$ cat src/rtl/ahb3lite_decoder_ctrl.sv
// AHB-Lite 4-slave address decoder with a data-phase response mux, a built-in
// default slave that answers disabled regions with a two-cycle ERROR, and a saturating error counter.
module ahb3lite_decoder_ctrl #(
  parameter logic [3:0] REGION_EN = 4'b1111,
  parameter int         ERR_CNT_W = 8
) (
  input  logic                 HCLK,
  input  logic                 HRESET,
  input  logic [31:0]          HADDR,
  input  logic [1:0]           HTRANS,
  input  logic [31:0]          HRDATA_1,
  input  logic [31:0]          HRDATA_2,
  input  logic [31:0]          HRDATA_3,
  input  logic [31:0]          HRDATA_4,
  input  logic                 HRESP_1,
  input  logic                 HRESP_2,
  input  logic                 HRESP_3,
  input  logic                 HRESP_4,
  input  logic                 HREADYOUT_1,
  input  logic                 HREADYOUT_2,
  input  logic                 HREADYOUT_3,
  input  logic                 HREADYOUT_4,
  input  logic                 ERR_CLR,
  output logic                 HSEL_1,
  output logic                 HSEL_2,
  output logic                 HSEL_3,
  output logic                 HSEL_4,
  output logic [31:0]          HRDATA,
  output logic                 HRESP,
  output logic                 HREADY,
  output logic [ERR_CNT_W-1:0] ERR_CNT
);

  typedef enum logic [2:0] {
    DSEL_NONE = 3'd0,
    DSEL_SLV1 = 3'd1,
    DSEL_SLV2 = 3'd2,
    DSEL_SLV3 = 3'd3,
    DSEL_SLV4 = 3'd4,
    DSEL_DEF  = 3'd5
  } dsel_t;

  typedef enum logic [1:0] {
    DS_IDLE = 2'd0,
    DS_ERR1 = 2'd1,
    DS_ERR2 = 2'd2
  } ds_state_t;

  localparam logic [ERR_CNT_W-1:0] CNT_MAX = {ERR_CNT_W{1'b1}};
  localparam logic [ERR_CNT_W-1:0] CNT_ONE = {{(ERR_CNT_W-1){1'b0}}, 1'b1};

  logic [1:0]           region_s;
  logic                 region_en_s;
  logic                 def_req_s;
  logic [3:0]           hsel_s;
  logic [31:0]          hrdata_s;
  logic                 hresp_s;
  logic                 hready_s;
  logic                 unused_s;

  dsel_t                dsel_q;
  dsel_t                dsel_d;
  ds_state_t            ds_state_q;
  logic                 ds_resp_q;
  logic                 ds_ready_q;
  logic [ERR_CNT_W-1:0] err_cnt_q;
  logic [ERR_CNT_W-1:0] err_cnt_d;

  assign region_s    = HADDR[31:30];
  assign region_en_s = REGION_EN[region_s];
  // A transfer to a disabled region only needs an ERROR when it is a real transfer.
  assign def_req_s   = !region_en_s && HTRANS[1];
  assign hsel_s      = REGION_EN & (4'b0001 << region_s);
  assign unused_s    = ^{HADDR[29:0], HTRANS[0]};

  assign HSEL_1  = hsel_s[0];
  assign HSEL_2  = hsel_s[1];
  assign HSEL_3  = hsel_s[2];
  assign HSEL_4  = hsel_s[3];
  assign HRDATA  = hrdata_s;
  assign HRESP   = hresp_s;
  assign HREADY  = hready_s;
  assign ERR_CNT = err_cnt_q;

  // Next data-phase owner; only advances when the current data phase completes.
  always_comb begin
    dsel_d = dsel_q;
    if (hready_s) begin
      if (region_en_s) begin
        case (region_s)
          2'd0:    dsel_d = DSEL_SLV1;
          2'd1:    dsel_d = DSEL_SLV2;
          2'd2:    dsel_d = DSEL_SLV3;
          2'd3:    dsel_d = DSEL_SLV4;
          default: dsel_d = DSEL_NONE;
        endcase
      end else if (def_req_s) begin
        dsel_d = DSEL_DEF;
      end else begin
        dsel_d = DSEL_NONE;
      end
    end else begin
      dsel_d = dsel_q;
    end
  end

  // Data-phase owner register.
  always_ff @(posedge HCLK) begin
    if (HRESET) begin
      dsel_q <= DSEL_NONE;
    end else begin
      dsel_q <= dsel_d;
    end
  end

  // Default-slave FSM; response/ready are registered alongside the state.
  always_ff @(posedge HCLK) begin
    if (HRESET) begin
      ds_state_q <= DS_IDLE;
      ds_resp_q  <= 1'b0;
      ds_ready_q <= 1'b1;
    end else begin
      case (ds_state_q)
        DS_ERR1: begin
          ds_state_q <= DS_ERR2;
          ds_resp_q  <= 1'b1;
          ds_ready_q <= 1'b1;
        end
        DS_IDLE, DS_ERR2: begin
          if (hready_s && def_req_s) begin
            ds_state_q <= DS_ERR1;
            ds_resp_q  <= 1'b1;
            ds_ready_q <= 1'b0;
          end else begin
            ds_state_q <= DS_IDLE;
            ds_resp_q  <= 1'b0;
            ds_ready_q <= 1'b1;
          end
        end
        default: begin
          ds_state_q <= DS_IDLE;
          ds_resp_q  <= 1'b0;
          ds_ready_q <= 1'b1;
        end
      endcase
    end
  end

  // Response mux keyed on the registered owner, not on the address being decoded.
  always_comb begin
    hrdata_s = 32'h0000_0000;
    hresp_s  = 1'b0;
    hready_s = 1'b1;
    case (dsel_q)
      DSEL_SLV1: begin
        hrdata_s = HRDATA_1;
        hresp_s  = HRESP_1;
        hready_s = HREADYOUT_1;
      end
      DSEL_SLV2: begin
        hrdata_s = HRDATA_2;
        hresp_s  = HRESP_2;
        hready_s = HREADYOUT_2;
      end
      DSEL_SLV3: begin
        hrdata_s = HRDATA_3;
        hresp_s  = HRESP_3;
        hready_s = HREADYOUT_3;
      end
      DSEL_SLV4: begin
        hrdata_s = HRDATA_4;
        hresp_s  = HRESP_4;
        hready_s = HREADYOUT_4;
      end
      DSEL_DEF: begin
        hrdata_s = 32'h0000_0000;
        hresp_s  = ds_resp_q;
        hready_s = ds_ready_q;
      end
      DSEL_NONE: begin
        hrdata_s = 32'h0000_0000;
        hresp_s  = 1'b0;
        hready_s = 1'b1;
      end
      default: begin
        hrdata_s = 32'h0000_0000;
        hresp_s  = 1'b0;
        hready_s = 1'b1;
      end
    endcase
  end

  // One count per completed ERROR; clear has priority and the count saturates.
  always_comb begin
    err_cnt_d = err_cnt_q;
    if (ERR_CLR) begin
      err_cnt_d = {ERR_CNT_W{1'b0}};
    end else if (hresp_s && hready_s && (err_cnt_q != CNT_MAX)) begin
      err_cnt_d = err_cnt_q + CNT_ONE;
    end else begin
      err_cnt_d = err_cnt_q;
    end
  end

  // Error counter register.
  always_ff @(posedge HCLK) begin
    if (HRESET) begin
      err_cnt_q <= {ERR_CNT_W{1'b0}};
    end else begin
      err_cnt_q <= err_cnt_d;
    end
  end

endmodule

$ cat config.mk
export PLATFORM = sky130hd
export DESIGN_NAME = ahb3lite_decoder_ctrl
export DESIGN_NICKNAME = d
export VERILOG_FILES = /design/src/rtl/ahb3lite_decoder_ctrl.sv
export SDC_FILE = /design/constraint.sdc
export NUM_CORES = 1
export LEC_CHECK = 0
export CAP_MARGIN = 10
export CORE_MARGIN = 2
export CORE_UTILIZATION = 21
export CTS_CLUSTER_DIAMETER = 40
export CTS_CLUSTER_SIZE = 16
export DETAILED_ROUTE_END_ITERATION = 16
export PLACE_DENSITY = 0.82
export SETUP_SLACK_MARGIN = 0.05
export SLEW_MARGIN = 5
export SYNTH_ARGS = -nofsm -noshare
export SYNTH_HDL_FRONTEND = slang
export SYNTH_SLANG_ARGS = --single-unit
$ cat constraint.sdc
create_clock -name HCLK -period 1.9 [get_ports HCLK]
set_input_delay 0.57 -clock HCLK [delete_from_list [all_inputs] [get_ports HCLK]]
set_output_delay 0.57 -clock HCLK [all_outputs]
set_load 0.02 [all_outputs]
# [Word-level counts from Yosys, hierarchy flattened]
# Index checks and enable logic that the tools add are counted.
[totals] output_inout_bits=46 elab_cells=43 reg_bits=15
[op_classes] eq_ne=11 bitwise=1 add_sub_neg=1 n_shift=1 n_mux=13 reduce_logical=10 magnitude_cmp=1
[op_table] operator="$pmux 32 s4" n=1
[op_table] operator="$pmux 3 s4" n=1
[op_table] operator="$pmux 1 s5" n=2
[op_table] operator="$add 8x1->8 const B" n=1
[op_table] operator="$ne 8x8->1 const B" n=1
[op_table] operator="$eq 2x2->1 const B" n=3
[op_table] operator="$eq 3x2->1 const B" n=2
[op_table] operator="$eq 3x3->1 const B" n=2
[op_table] operator="$mux 3" n=2
[op_table] operator="$reduce_or 2->1" n=3
[op_table] operator="$eq 2x1->1 const B" n=2
[op_table] operator="$logic_and 1x1->1" n=4
[op_table] operator="$logic_not 2->1" n=2
[op_table] operator="$mux 1" n=4
[op_table] operator="$pmux 2 s2" n=1
[op_table] operator="$shl 1x2->4 const A" n=1
[op_table] operator="$eq 3x1->1 const B" n=1
[op_table] operator="$lt 2x3->1 const B" n=1
[op_table] operator="$bmux 1 s2" n=1
[op_table] operator="$pmux 1 s2" n=1
[op_table] operator="$logic_not 1->1" n=1
[op_table] operator="$not 1->1" n=1

# [Logic depth before layout (Yosys ltp)]
[depth] ltp_word=7 mapped_depth=7 mapped_depth_nobuf=6

# [Worst setup path after synthesis]
# Ideal clock, no wire load.
[synth_path] path_kind="register to output" start="reg dsel_q[0]" end="out HRDATA[0]" path_buffers=3 stages_incl_launch_ff=8 t_required_ps=1330 path_slack_ps=-123 arrival_ps=1453 cell_sequence="dfxtp_1 -> buf_6 -> nor2b_1 -> and2_1 -> clkbuf_1 -> clkbuf_1 -> a22oi_1 -> nand2_1"
[synth_via] elab_chain_len=2 word_cells_on_any_way=5
[synth_rtl] item="from (decl)" line="61" text="dsel_t dsel_q;"
[synth_rtl] item="from (signal assigned)" line="112" text="dsel_q <= dsel_d;"
[synth_rtl] item="$eq 3x3->1, or another cell as far along" line="154" text="case (dsel_q)"
[synth_rtl] item="$pmux 32 s4 *" line="154"
[synth_rtl] item="to (decl)" line="28" text="output logic [31:0] HRDATA,"
# Every way passes the cells marked *; elsewhere a longest branch is shown, timed or not.

# [Worst setup path after layout]
[layout_path] start="reg dsel_q[0]" end="out HREADY"
[layout_via] elab_chain_len=2 word_cells_on_any_way=6
[layout_rtl] item="$eq 3x3->1, or another cell as far along" line="154"
[layout_rtl] item="$pmux 1 s5 *" line="154"
[layout_rtl] item="to (decl)" line="30" text="output logic HREADY,"
# Marked as above.

==> reports/qor.txt <==
Final WS setup: -0.296 ns
Die Ht: 86.2 um
# DRC: 0
# diodes: 0
most frequent cells in the layout: 136 x clkdlybuf4s50_1, 38 x a22oi_1, 37 x buf_4
largest area contributor in the synthesized netlist: a22oi_1
Clock transition at path regs: 0.05 ns
Compound-Gate Fraction of Synth Area: 0.427
Core Area: 0.00646 mm2
max_cap viols: 0
Pins Over Slew Limit: 0
gr ovfl total: 0
WL met2: 4.83 mm
hpwl dp: 6.84 mm
vias in the first global route: 2540
worst path arrival time: 1.63 ns
Finished Core Util: 0.635
Hold EP: ERR_CNT[5]$_SDFFE_PP0P_
R2R Setup Slk: 0.01 ns
skew final: 0.00507 ns
share of layout cells above drive strength 1: 0.379
Logic pwr share: 0.803
TNS Setup: -6.46 ns
Final setup viols: 35
hold path depth: 2
CP required: 1.33 ns
Initial DRC Count: 108
std cell rows: 29
vias: 2497
P&R area growth vs syn: 189%
CTS tree: built
CP top delay family: buffers and inverters
largest family of logic cells by synthesized area: compound AO/OA/AOI/OAI gates
CP dominant cell by count: buf_6
later-pin clock latency in the skew report: 0.25 ns
initial antenna violation count: 0
Final Critical Period: 2.20 ns
total power draw: 2.59 mW
DRT antenna net count: 0
failing checks: setup timing
CP startpoint kind: flip-flop
Hold Crit Start: ERR_CNT[5]$_SDFFE_PP0P_
Hold Vio Cnt, Final: 0
synth warn: 0
most common cell after layout, fill and taps aside: clkdlybuf4s50_1
crit-path cells: buf_6 -> nor3b_4 -> buf_6 -> buf_16 -> a221oi_4 -> nor2_2 -> inv_2 -> buf_6
worst r2r dst: ERR_CNT[0]$_SDFFE_PP0P_
Seq cells post-synth: 11
Final Cycle Share: 1.16
DRT Wirelength: 9.13 mm
htree depth: 1
Worst Setup End Kind: output port
Power Dens Cells: 631 mW/mm2
Synth top area share: 0.339
met3 wire length: 860 um
Vias per Instance: 5.11
first-pass GRT wire length: 12.9 mm
CP Class: flip-flop to output port
GRT Total Usage: 0.219
sequential element share of the synthesized area: 0.155
RR Startpoint: dsel_q[0]$_SDFFE_PP0P_
switching power: 1.07 mW
Sequential Power Share: 0.103
slowest CP cell: dfxtp_2
worst path bufs/invs: 5
post-synthesis mux area share: 0.0282
Sw Share: 0.413
Syn Nets: 376
RSZ-0062 raised after global routing: true
crit-path max FO: 7
Initial Util: 0.220
synthesized instance count: 198
clock network fraction of total power: 0.094
Slew headroom: 0.823
area share of xor/xnor cells in the synthesized design: 0
placer congestion estimate: 0.849
unique cell type count in the Yosys netlist: 37
Internal Pwr Total: 1.52 mW
fmax: 0.455 GHz
Root Driver: clkbuf_8
Horiz. Die Dim: 86.2 um
largest net degree at the start of global routing: 17
drt wl/cell: 18.7 um
top cells by area, synth: a22oi_1 34%, dfxtp_1 16%, nand2_1 12%, ha_1 4.4%, clkbuf_1 3.7%
Clock Tree Buf Depth: 2
Worst Max-Slew Pin Slew: 0.258 ns
Synth Area in Adders: 0.0441
maximum vdd drop: 0.677 mV
DRT Pass-1 Iters: 4
wl on met1: 3.14 mm
Synth Area in Simple Gates: 0.282
r2r worst-path depth: 9
Nets: 591
synthesized cell area: 0.00142 mm2
Port Buffer Count: 186
final hold slack: 0.489 ns
TritonCTS buffer count: 3
syn avg cell area: 7.17 um2
CP max stage delay: 0.32 ns
I/O pin count: 219
Highest Signal Layer: met4
die area: 0.00743 mm2
HP Class: flip-flop to flip-flop
status: complete, but fails checks
Pleak: 1.73 nW
CTS sink count: 11
==> sequential cells by signal, indices dropped and copies added (netlist names) <==
signal,flops
dsel_q,3
ERR_CNT,8
==> power by group through the flow <==
stage               registers, mW  clock network (mW)  logic (mW)
global placement            0.265                   0        1.74
detailed placement          0.266                   0        1.76
floorplan                   0.260                   0       0.810
finish                      0.266               0.244        2.08
CTS                         0.266               0.249        1.94
global route                0.268               0.266        2.19
==> synthesized netlist by cell type, drive strengths merged <==
cell type	number
inv	5
nor3	2
mux2i	4
nand2	44
nor3b	3
o211ai	4
o311ai	1
or4	2
a21o	1
a221oi	1
a21oi	3
o41ai	1
or2	2
or3	3
and4	2
o22ai	1
and2	3
o2bb2ai	1
nand3b	2
a22oi	64
o31ai	1
clkbuf	14
ha	5
nor2	5
nand4	4
nor2b	1
o21ai	1
and3	2
nor4	1
nand2b	1
nand3	1
dfxtp	11
buf	2
==> cell type report <==
cell class / count / area (um2)
fillers: 552 / 2360
flip-flops and latches: 11 / 226
well taps: 77 / 96.3
multi-input cells: 166 / 1370
repair buffers: 226 / 2340
inverters: 5 / 18.8
clock buffers: 4 / 45.0
==> metal layers <==
metal,global-route usage,vias to the layer above
li1,-,1203
met4,0.0753,0
met2,0.426,126
met1,0.226,1144
met3,0.0562,24
met5,0,-
==> logic make-up (layout without fill, tap and decap cells) <==
kind of cell	Yosys count	count (layout)
adder cells (fa/ha/maj)	5	5
buffers and inverters	21	235
AND/OR/NAND/NOR	78	78
flip-flops	11	11
multiplexers	4	4
AO/OA/AOI/OAI	79	79
==> worst max-delay path by stage <==
stage / start / endpoint / cells past startpoint
after global routing: dsel_q[0]$_SDFFE_PP0P_ / HREADY / 8
final: dsel_q[0]$_SDFFE_PP0P_ / HREADY / 8
after detailed placement: HREADYOUT_3 / HREADY / 6
after floorplan: dsel_q[1]$_SDFFE_PP0P_ / HRDATA[0] / 5
after CTS: dsel_q[0]$_SDFFE_PP0P_ / HREADY / 8
after global placement: HREADYOUT_3 / HREADY / 6
==> through the flow <==
stage	area (um2)	instances	setup slack, ns
floorplan	1520	198	0.0431
CTS	3900	486	-0.301
finish	4100	489	-0.296
global placement	3630	471	-0.815
global route	4100	489	-0.364
detailed placement	3630	471	-0.843
==> what timing repair did <==
| item | in CTS | in global routing |
|---|---|---|
| cloned | 5 | 1 |
| endpoints found under the hold margin | 0 | 0 |
| setup buffers | 7 | 4 |
| gates resized for setup | 236 | 47 |
| setup endpoints to repair | 48 | 46 |
| hold buffers | 0 | 0 |
| pin swaps | 21 | 17 |
==> worst register-to-register path: stages (launching register included) <==
cell and delay (ns):
dfxtp_2 0.32, buf_6 0.13, nor3b_4 0.26, buf_4 0.17, buf_8 0.13, o2bb2ai_4 0.12
buf_4 0.14, o22ai_4 0.09, or4_1 0.41, nand2_1 0.07
(Power assumes the default switching activity.)
